===== config.mk =====
export PLATFORM = sky130hd
export DESIGN_NAME = dequant_tile_sched
export DESIGN_NICKNAME = d
export VERILOG_FILES = /design/src/rtl/dequant_tile_sched.sv
export SDC_FILE = /design/constraint.sdc
export NUM_CORES = 1
export LEC_CHECK = 0
export BUFFER_PORTS_ARGS = -buffer_cell sky130_fd_sc_hd__clkbuf_2
export CAP_MARGIN = 20
export CORE_ASPECT_RATIO = 1.75
export CORE_UTILIZATION = 49
export CTS_BUF_LIST = sky130_fd_sc_hd__clkbuf_4 sky130_fd_sc_hd__clkbuf_8 sky130_fd_sc_hd__clkbuf_16
export DETAILED_ROUTE_END_ITERATION = 12
export PLACE_DENSITY = 0.68
export SYNTH_ARGS = -nofsm -noshare
export SYNTH_HDL_FRONTEND = slang
export SYNTH_SLANG_ARGS = --single-unit

===== constraint.sdc =====
create_clock -name clk -period 7.2 [get_ports clk]
set_input_delay 1.8 -clock clk [delete_from_list [all_inputs] [get_ports clk]]
set_output_delay 1.8 -clock clk [all_outputs]
set_load 0.005 [all_outputs]

===== src/rtl/dequant_tile_sched.sv =====
// Scale-fetch scheduler for one dequant job: one credit-limited scale-matrix request per output block, result-row index check, done/err.
// Latency: start->deq_clear 1 cycle, ->first request 2 cycles, last result->done 2 cycles; request held while !scl_req_ready, paused at zero credit.
module dequant_tile_sched #(
    parameter int LANES_NUM   = 4,
    parameter int FIFO_DEPTH  = 4,
    parameter int CNT_W       = 10,
    parameter int ADDR_W      = 32,
    parameter int ADDR_STRIDE = 256,
    parameter int ROWS_MAX    = 1024,
    parameter int ROW_W       = 10
) (
    input  logic              clk,
    input  logic              rst,
    input  logic              start,
    input  logic              abort,
    input  logic [CNT_W-1:0]  cfg_blk_rows,
    input  logic [CNT_W-1:0]  cfg_blk_cols,
    input  logic [ADDR_W-1:0] cfg_scl_base,
    output logic              scl_req_valid,
    input  logic              scl_req_ready,
    output logic [ADDR_W-1:0] scl_req_addr,
    input  logic              scale_pop,
    input  logic              res_fire,
    input  logic [ROW_W-1:0]  res_row_idx,
    output logic              deq_clear,
    output logic              busy,
    output logic              done,
    output logic              err
);
    localparam int BLK_W = 2 * CNT_W;
    localparam int TRW   = BLK_W + $clog2(LANES_NUM) + 1;
    localparam int CRD_W = $clog2(FIFO_DEPTH + 1);

    typedef enum logic [2:0] {S_IDLE, S_CLR, S_RUN, S_DRAIN, S_DONE} state_t;

    state_t             state_q, state_d;
    logic [BLK_W-1:0]   total_blk_q, total_blk_d;
    logic [BLK_W-1:0]   issued_q, issued_d;
    logic [TRW-1:0]     total_rows_q, total_rows_d;
    logic [TRW-1:0]     res_cnt_q, res_cnt_d;
    logic [ROW_W-1:0]   row_exp_q, row_exp_d;
    logic [CRD_W-1:0]   credit_q, credit_d;
    logic [ADDR_W-1:0]  addr_q, addr_d;
    logic               err_q, err_d;
    logic               zdone_q, zdone_d;
    logic               aclr_q, aclr_d;

    logic               active;
    logic               req_vld;
    logic               req_fire;
    logic               cfg_zero;
    logic [BLK_W-1:0]   blk_prod;

    always_comb begin
        active   = (state_q == S_RUN) || (state_q == S_DRAIN);
        // Abort drops the request in its own cycle so no fetch slips out after cancel.
        req_vld  = (state_q == S_RUN) && (issued_q < total_blk_q) &&
                   (credit_q != '0) && !abort;
        req_fire = req_vld && scl_req_ready;
        cfg_zero = (cfg_blk_rows == '0) || (cfg_blk_cols == '0);
        blk_prod = BLK_W'(cfg_blk_rows) * BLK_W'(cfg_blk_cols);

        state_d      = state_q;
        total_blk_d  = total_blk_q;
        total_rows_d = total_rows_q;
        issued_d     = issued_q;
        res_cnt_d    = res_cnt_q;
        row_exp_d    = row_exp_q;
        credit_d     = credit_q;
        addr_d       = addr_q;
        err_d        = err_q;
        zdone_d      = 1'b0;
        aclr_d       = 1'b0;

        case ({req_fire, scale_pop})
            2'b10: credit_d = credit_q - CRD_W'(1);
            2'b01: begin
                if (credit_q == CRD_W'(FIFO_DEPTH)) begin
                    err_d = 1'b1;
                end else begin
                    credit_d = credit_q + CRD_W'(1);
                end
            end
            default: ;
        endcase

        if (req_fire) begin
            addr_d   = addr_q + ADDR_W'(ADDR_STRIDE);
            issued_d = issued_q + BLK_W'(1);
        end

        if (active && res_fire) begin
            if (res_row_idx != row_exp_q) begin
                err_d = 1'b1;
            end
            res_cnt_d = res_cnt_q + TRW'(1);
            row_exp_d = (row_exp_q == ROW_W'(ROWS_MAX - 1)) ? '0 : row_exp_q + ROW_W'(1);
        end

        case (state_q)
            S_IDLE: begin
                if (start) begin
                    if (cfg_zero) begin
                        zdone_d = 1'b1;
                    end else begin
                        total_blk_d  = blk_prod;
                        total_rows_d = TRW'(blk_prod) * TRW'(LANES_NUM);
                        addr_d       = cfg_scl_base;
                        err_d        = 1'b0;
                        state_d      = S_CLR;
                    end
                end
            end
            S_CLR: begin
                issued_d  = '0;
                res_cnt_d = '0;
                row_exp_d = '0;
                credit_d  = CRD_W'(FIFO_DEPTH);
                state_d   = S_RUN;
            end
            S_RUN: begin
                if (abort) begin
                    aclr_d  = 1'b1;
                    state_d = S_IDLE;
                end else if (req_fire && (issued_q + BLK_W'(1) == total_blk_q)) begin
                    state_d = S_DRAIN;
                end
            end
            S_DRAIN: begin
                if (abort) begin
                    aclr_d  = 1'b1;
                    state_d = S_IDLE;
                end else if (res_cnt_q == total_rows_q) begin
                    state_d = S_DONE;
                end
            end
            S_DONE: begin
                state_d = S_IDLE;
            end
            default: begin
                state_d = S_IDLE;
            end
        endcase
    end

    always_ff @(posedge clk) begin
        if (rst) begin
            state_q      <= S_IDLE;
            total_blk_q  <= '0;
            total_rows_q <= '0;
            issued_q     <= '0;
            res_cnt_q    <= '0;
            row_exp_q    <= '0;
            credit_q     <= CRD_W'(FIFO_DEPTH);
            addr_q       <= '0;
            err_q        <= 1'b0;
            zdone_q      <= 1'b0;
            aclr_q       <= 1'b0;
        end else begin
            state_q      <= state_d;
            total_blk_q  <= total_blk_d;
            total_rows_q <= total_rows_d;
            issued_q     <= issued_d;
            res_cnt_q    <= res_cnt_d;
            row_exp_q    <= row_exp_d;
            credit_q     <= credit_d;
            addr_q       <= addr_d;
            err_q        <= err_d;
            zdone_q      <= zdone_d;
            aclr_q       <= aclr_d;
        end
    end

    assign scl_req_valid = req_vld;
    assign scl_req_addr  = addr_q;
    assign deq_clear     = (state_q == S_CLR) || aclr_q;
    assign busy          = (state_q != S_IDLE);
    assign done          = (state_q == S_DONE) || zdone_q;
    assign err           = err_q;

endmodule


# Word-level counts from Yosys, hierarchy flattened
# Index checks and enable logic that the tools add are counted.
[totals]
in_bits = 69
ff_bits = 114
[op_classes]
reduce_logical = 24
n_addsub = 6
order_cmp = 1
n_bitwise = 4
multipliers = 1
eq_ne = 16
muxes = 23
[ops]
columns = ["operator", "count"]
rows = [
  ["two-way mux 32 bit", 4],
  ["adder 32 x 9 -> 32 bit (second input constant)", 1],
  ["adder 23 x 1 -> 23 bit (second input constant)", 1],
  ["equality test 23 x 22 -> 1 bit", 1],
  ["two-way mux 3 bit", 7],
  ["adder 20 x 1 -> 20 bit (second input constant)", 1],
  ["equality test 20 bit", 1],
  ["logical NOT 10 bit", 2],
  ["< comparator 20 bit", 1],
  ["multiplier 10 x 10 -> 20 bit", 1],
  ["one-hot mux 3 bit (4 select lines)", 1],
  ["adder 10 x 1 -> 10 bit (second input constant)", 1],
  ["equality test 10 bit (second input constant)", 1],
  ["two-way mux 10 bit", 1],
  ["!= test 10 bit", 1],
  ["two-way mux 1 bit", 9],
  ["equality test 3 x 2 -> 1 bit (second input constant)", 2],
  ["equality test 3 bit (second input constant)", 2],
  ["logical AND 1 bit", 6],
  ["!= test 2 bit (second input constant)", 3],
  ["!= test 3 x 2 -> 1 bit (second input constant)", 2],
  ["one-hot mux 3 bit (2 select lines)", 1],
  ["nonzero test 3 bit", 2],
  ["OR reduction 2 bit", 3],
  ["other kinds (14)", 20],
]

# Depth between registers and ports, before layout
[logic_depth]
ltp_word = 12
depth_mapped = 19
mapped_depth_nobuf = 18

# Worst setup path after synthesis
# No wires, ideal clock.
[synth_timing]
path_type = "in2reg"
startpoint = "input port cfg_blk_cols[3]"
endpoint = "register total_rows_q[20]"
cell_stages = 18
t_required_ns = 7.094
setup_slack_ns = 0.693
t_arrival_ns = 6.401
setup_ns = 0.106
path_buffers = 1
path_cell_list = "clkbuf_1 -> nand2_1 -> fa_1 -> inv_1 -> fa_1 -> ha_1 -> fa_1 -> inv_1 -> fa_1 -> inv_1 -> ha_1 -> nand3_1 -> o2111ai_1 -> nand2_1 -> o311ai_0 -> o41ai_1 -> or4_1 -> o311ai_0"
[synth_via]
elab_chain_cells = 4
[synth_lines]
columns = ["element", "line", "text"]
rows = [
  ["start, declared", "17", "input logic [CNT_W-1:0] cfg_blk_cols,"],
  ["branches (longest 4 deep; another with multiplier 10 x 10 -> 20 bit)", "--", ""],
  ["end signal, assigned", "162", "total_rows_q <= total_rows_d;"],
  ["end, declared", "39", "logic [TRW-1:0] total_rows_q, total_rows_d;"],
]
# Parallel ways; which one is timed is not known.
# A chain may end at the register's enable or synchronous reset.

# Final worst setup path
# Ends and elaborated chain as after synthesis.

==> flow_summary.yaml <==
status:
  status: "finished clean"
finish:
  finalNonFillerCells: 1526
  nFillCells: 1886
  diodes: 0
  drive_gt1_share_pct: 13.5
  final_util_pct: 56.5
  syn_to_final_growth_pct: 12.2
  postLayoutCellArea_sq_um: 11200
  finalNetCount: 1480
synthesis:
  synthArstFlopShare_pct: 0
  synthCells: 1194
  ys_ff_latch: 114
  yosysWarnings: 0
  ys_top_cells_by_area: "dfxtp_1 (23%), fa_1 (13%), ha_1 (10%), xnor2_1 (5.5%), nand2_1 (5.4%)"
  syn-cell-area_sq_um: 9970
  synth_edf_count: 0
  ys.flop_type: "dfxtp_1"
  yosys-top-cells-count: "nand2_1 (144), dfxtp_1 (114), nor2_1 (107)"
  yosys.area.top_type: "dfxtp_1"
  synth_top_area_share_pct: 22.9
  synth_most_common_cell: "nand2_1"
  syn_area_per_cell_sq_um: 8.35
  yosysSeqAreaShare_pct: 22.9
  syn-num-nets: 1406
  yosysUniqueCellTypes: 71
route:
  drtPass1Iterations: 5
  vias_per_cell: 5.77
  routed_wl_um: 26000
  wire_per_inst_um: 17.1
  num_vias: 8800
  drc: 0
  drtAntennaViolNets: 0
  drt_iter0_drc: 487
clock_network:
  clock_latency_ns: 0.42
  ctsResizeCount: 0
  clock_sink_count: 114
  hold_buffers: 0
  cts_root_buffer: "clkbuf_16"
  post-cts-setup-buffers: 0
  cts_tree: "yes"
  clockBufferDepth: 2
  cts_made_buffers: 17
  htree_levels: 4
  cts.clk_slew.worst_paths_ns: 0.06
critical_path:
  cp_num_buf_inv: 4
  end_kind: "register"
  critical_path.top_delay_family: "adder cells"
  path_class: "in -> reg"
  crit_chain: "clkbuf_2, nand2_1, fa_1, inv_1, fa_1, ha_1, fa_1, inv_1, fa_1, inv_1, ha_1, nand3_1, o2111ai_1, nand2_1, o311ai_0, o41ai_1, or4_1, o311ai_0"
  worstReg2RegEnd: "credit_q[2]"
  rr_worst_depth: 14
  crit_path_start_kind: "primary input"
  arrival_ns: 6.79
  critPathRequiredTime_ns: 7.51
  r2r-start: "total_rows_q[3]"
  rrSetupSlack_ns: 3.60
  cp_common_cell: "fa_1"
  cpMaxStageDelayCell: "o311ai_0"
  cpPeakStageDelay_ns: 0.55
  cp_max_fo: 11
sta:
  fmax_mhz: 154
  setup_viol: 0
  holdWs_ns: 0.456
  rsz0062_at_grt: "false"
  clock_skew_ns: 0.0104
  min_period_over_period_pct: 90.0
  tightest_slew_ns: 0.923
  slew-limit-headroom_pct: 37.6
  hold_violations: 0
  finalSetupTns_ns: 0
  min_period_ns: 6.48
  slew_violations: 0
  setup_ws_ns: 0.718
place:
  place_congestion: 0.851
  dpl_cell_area_sq_um: 10600
  dpl_worst_slack_ns: 0.295
  place_hpwl_um: 20400
  numPortBuffers: 105
  place_inst: 1494
power:
  peakVddDrop_v: 0.000201
  p_per_area_nw_per_um2: 258
  power_mw: 2.88
  leakage_nw: 4.72
floorplan:
  dieWidth_um: 110
  num_io_pins: 106
  start_util_pct: 50.3
  die_h_um: 191
  rows: 68
  die_area_sq_um: 21000
  core_area_sq_um: 19800
global_routing:
  gr-total-overflow: 0
  antenna_found_initial: 0
  grt_pass1_wl_um: 42700
  grt_pass1_vias: 9035
  grt_max_degree: 52
  track_usage_pct: 26.3
flow_run:
  maxCapViolCount: 0
worst_hold_path:
  holdCritPathClass: "reg -> reg"
  hold_end: "scl_req_addr[0]"
  holdPathStages: 2
  min-delay-start: "scl_req_addr[0]"
==> worst register-to-register path: cells and delay by family (launching register included) <==
| family | cells | cell delay [ns] |
|---|---|---|
| multiplexers | 2 | 0.35 |
| flip-flops | 1 | 0.47 |
| buffers and inverters | 3 | 0.63 |
| adder cells (fa/ha/maj) | 2 | 0.66 |
| AO/OA/AOI/OAI | 3 | 0.94 |
| AND/OR/NAND/NOR | 4 | 0.49 |
==> state kept, by name, summed over array words and instances, names as in the netlist <==
name and flops:
scl_req_addr 32, res_cnt_q 23, issued_q 20, total_rows_q 20, row_exp_q 10, credit_q 3, state_q 3, aclr_q 1
err 1, zdone_q 1
==> kinds of logic after synthesis <==
logic type	synth area share [%]
and+or+nand+nor	23.6
AOI/OAI and AO/OA	13.9
buffers and inverters	6.18
adders and majority gates	22.7
xor gates and xnor gates	10.1
DFF	22.9
muxes	0.627
==> worst max path at each step <==
| stage | to | startpoint | depth (start not counted) | slack [ns] |
|---|---|---|---|---|
| detailed placement | total_rows_q[20] | cfg_blk_cols[6] | 17 | 0.30 |
| finish | total_rows_q[20] | cfg_blk_cols[3] | 18 | 0.72 |
| CTS | total_rows_q[20] | cfg_blk_rows[3] | 18 | 0.73 |
| floorplan | total_rows_q[20] | cfg_blk_cols[3] | 18 | 0.69 |
| global placement | total_rows_q[20] | cfg_blk_cols[3] | 18 | 0.38 |
| global route | total_rows_q[20] | cfg_blk_rows[3] | 18 | 0.46 |
==> power by group <==
part	internal [mW]	switching (mW)	leakage (nW)
clock	0.475	0.325	0.262
sequential	0.680	0.0777	0.928
combinational	0.585	0.740	3.53
total	1.74	1.14	4.72
==> layout by cell type (no fill, tap or decap), types with 4 or more instances in the layout <==
master | Yosys | final
xor2_1 | 52 | 52
fa_1 | 63 | 63
o31ai_1 | 7 | 7
nor3_1 | 18 | 18
or2_2 | 5 | 5
and4_1 | 7 | 7
or4_1 | 11 | 11
o2111ai_1 | 11 | 11
nand2_1 | 144 | 144
clkbuf_2 | 1 | 105
clkbuf_16 | 0 | 17
xnor2_1 | 63 | 63
o41ai_1 | 4 | 4
buf_4 | 0 | 8
a21oi_1 | 54 | 53
a211oi_1 | 8 | 8
clkinvlp_4 | 0 | 5
and2_1 | 55 | 55
ha_1 | 80 | 80
o21ai_0 | 27 | 27
mux2i_1 | 4 | 4
dfxtp_1 | 114 | 114
inv_1 | 100 | 100
a311oi_1 | 16 | 16
or3_1 | 20 | 20
nor4_1 | 8 | 8
nand4_1 | 30 | 30
nor2_1 | 107 | 106
a22o_1 | 5 | 5
a21o_1 | 4 | 4
o21a_1 | 15 | 15
and3_1 | 13 | 13
nand3_1 | 24 | 24
o211ai_1 | 15 | 15
nor3b_1 | 5 | 5
==> layout make-up <==
class	instances	area (sq um)	share of cell area (%)
repair buffers	113	586	5.23
inverters	100	375	3.35
flip-flops and latches	114	2280	20.4
clock inverters	15	135	1.21
multi-input cells	922	7080	63.3
well taps	245	307	2.74
clock buffers	17	425	3.80
==> routing by layer <==
| metal | vias to the layer above | wire (um) | share of wire [%] | GRT usage (%) |
|---|---|---|---|---|
| met5 | - | 0 | 0 | 0 |
| met4 | 0 | 1250 | 4.8 | 14.7 |
| met3 | 87 | 570 | 2.2 | 3.38 |
| met2 | 194 | 14300 | 55 | 49.4 |
| met1 | 4271 | 9940 | 38 | 27.1 |
| li1 | 4248 | - | - | - |
Note: power is estimated with default switching activity, not from simulation.
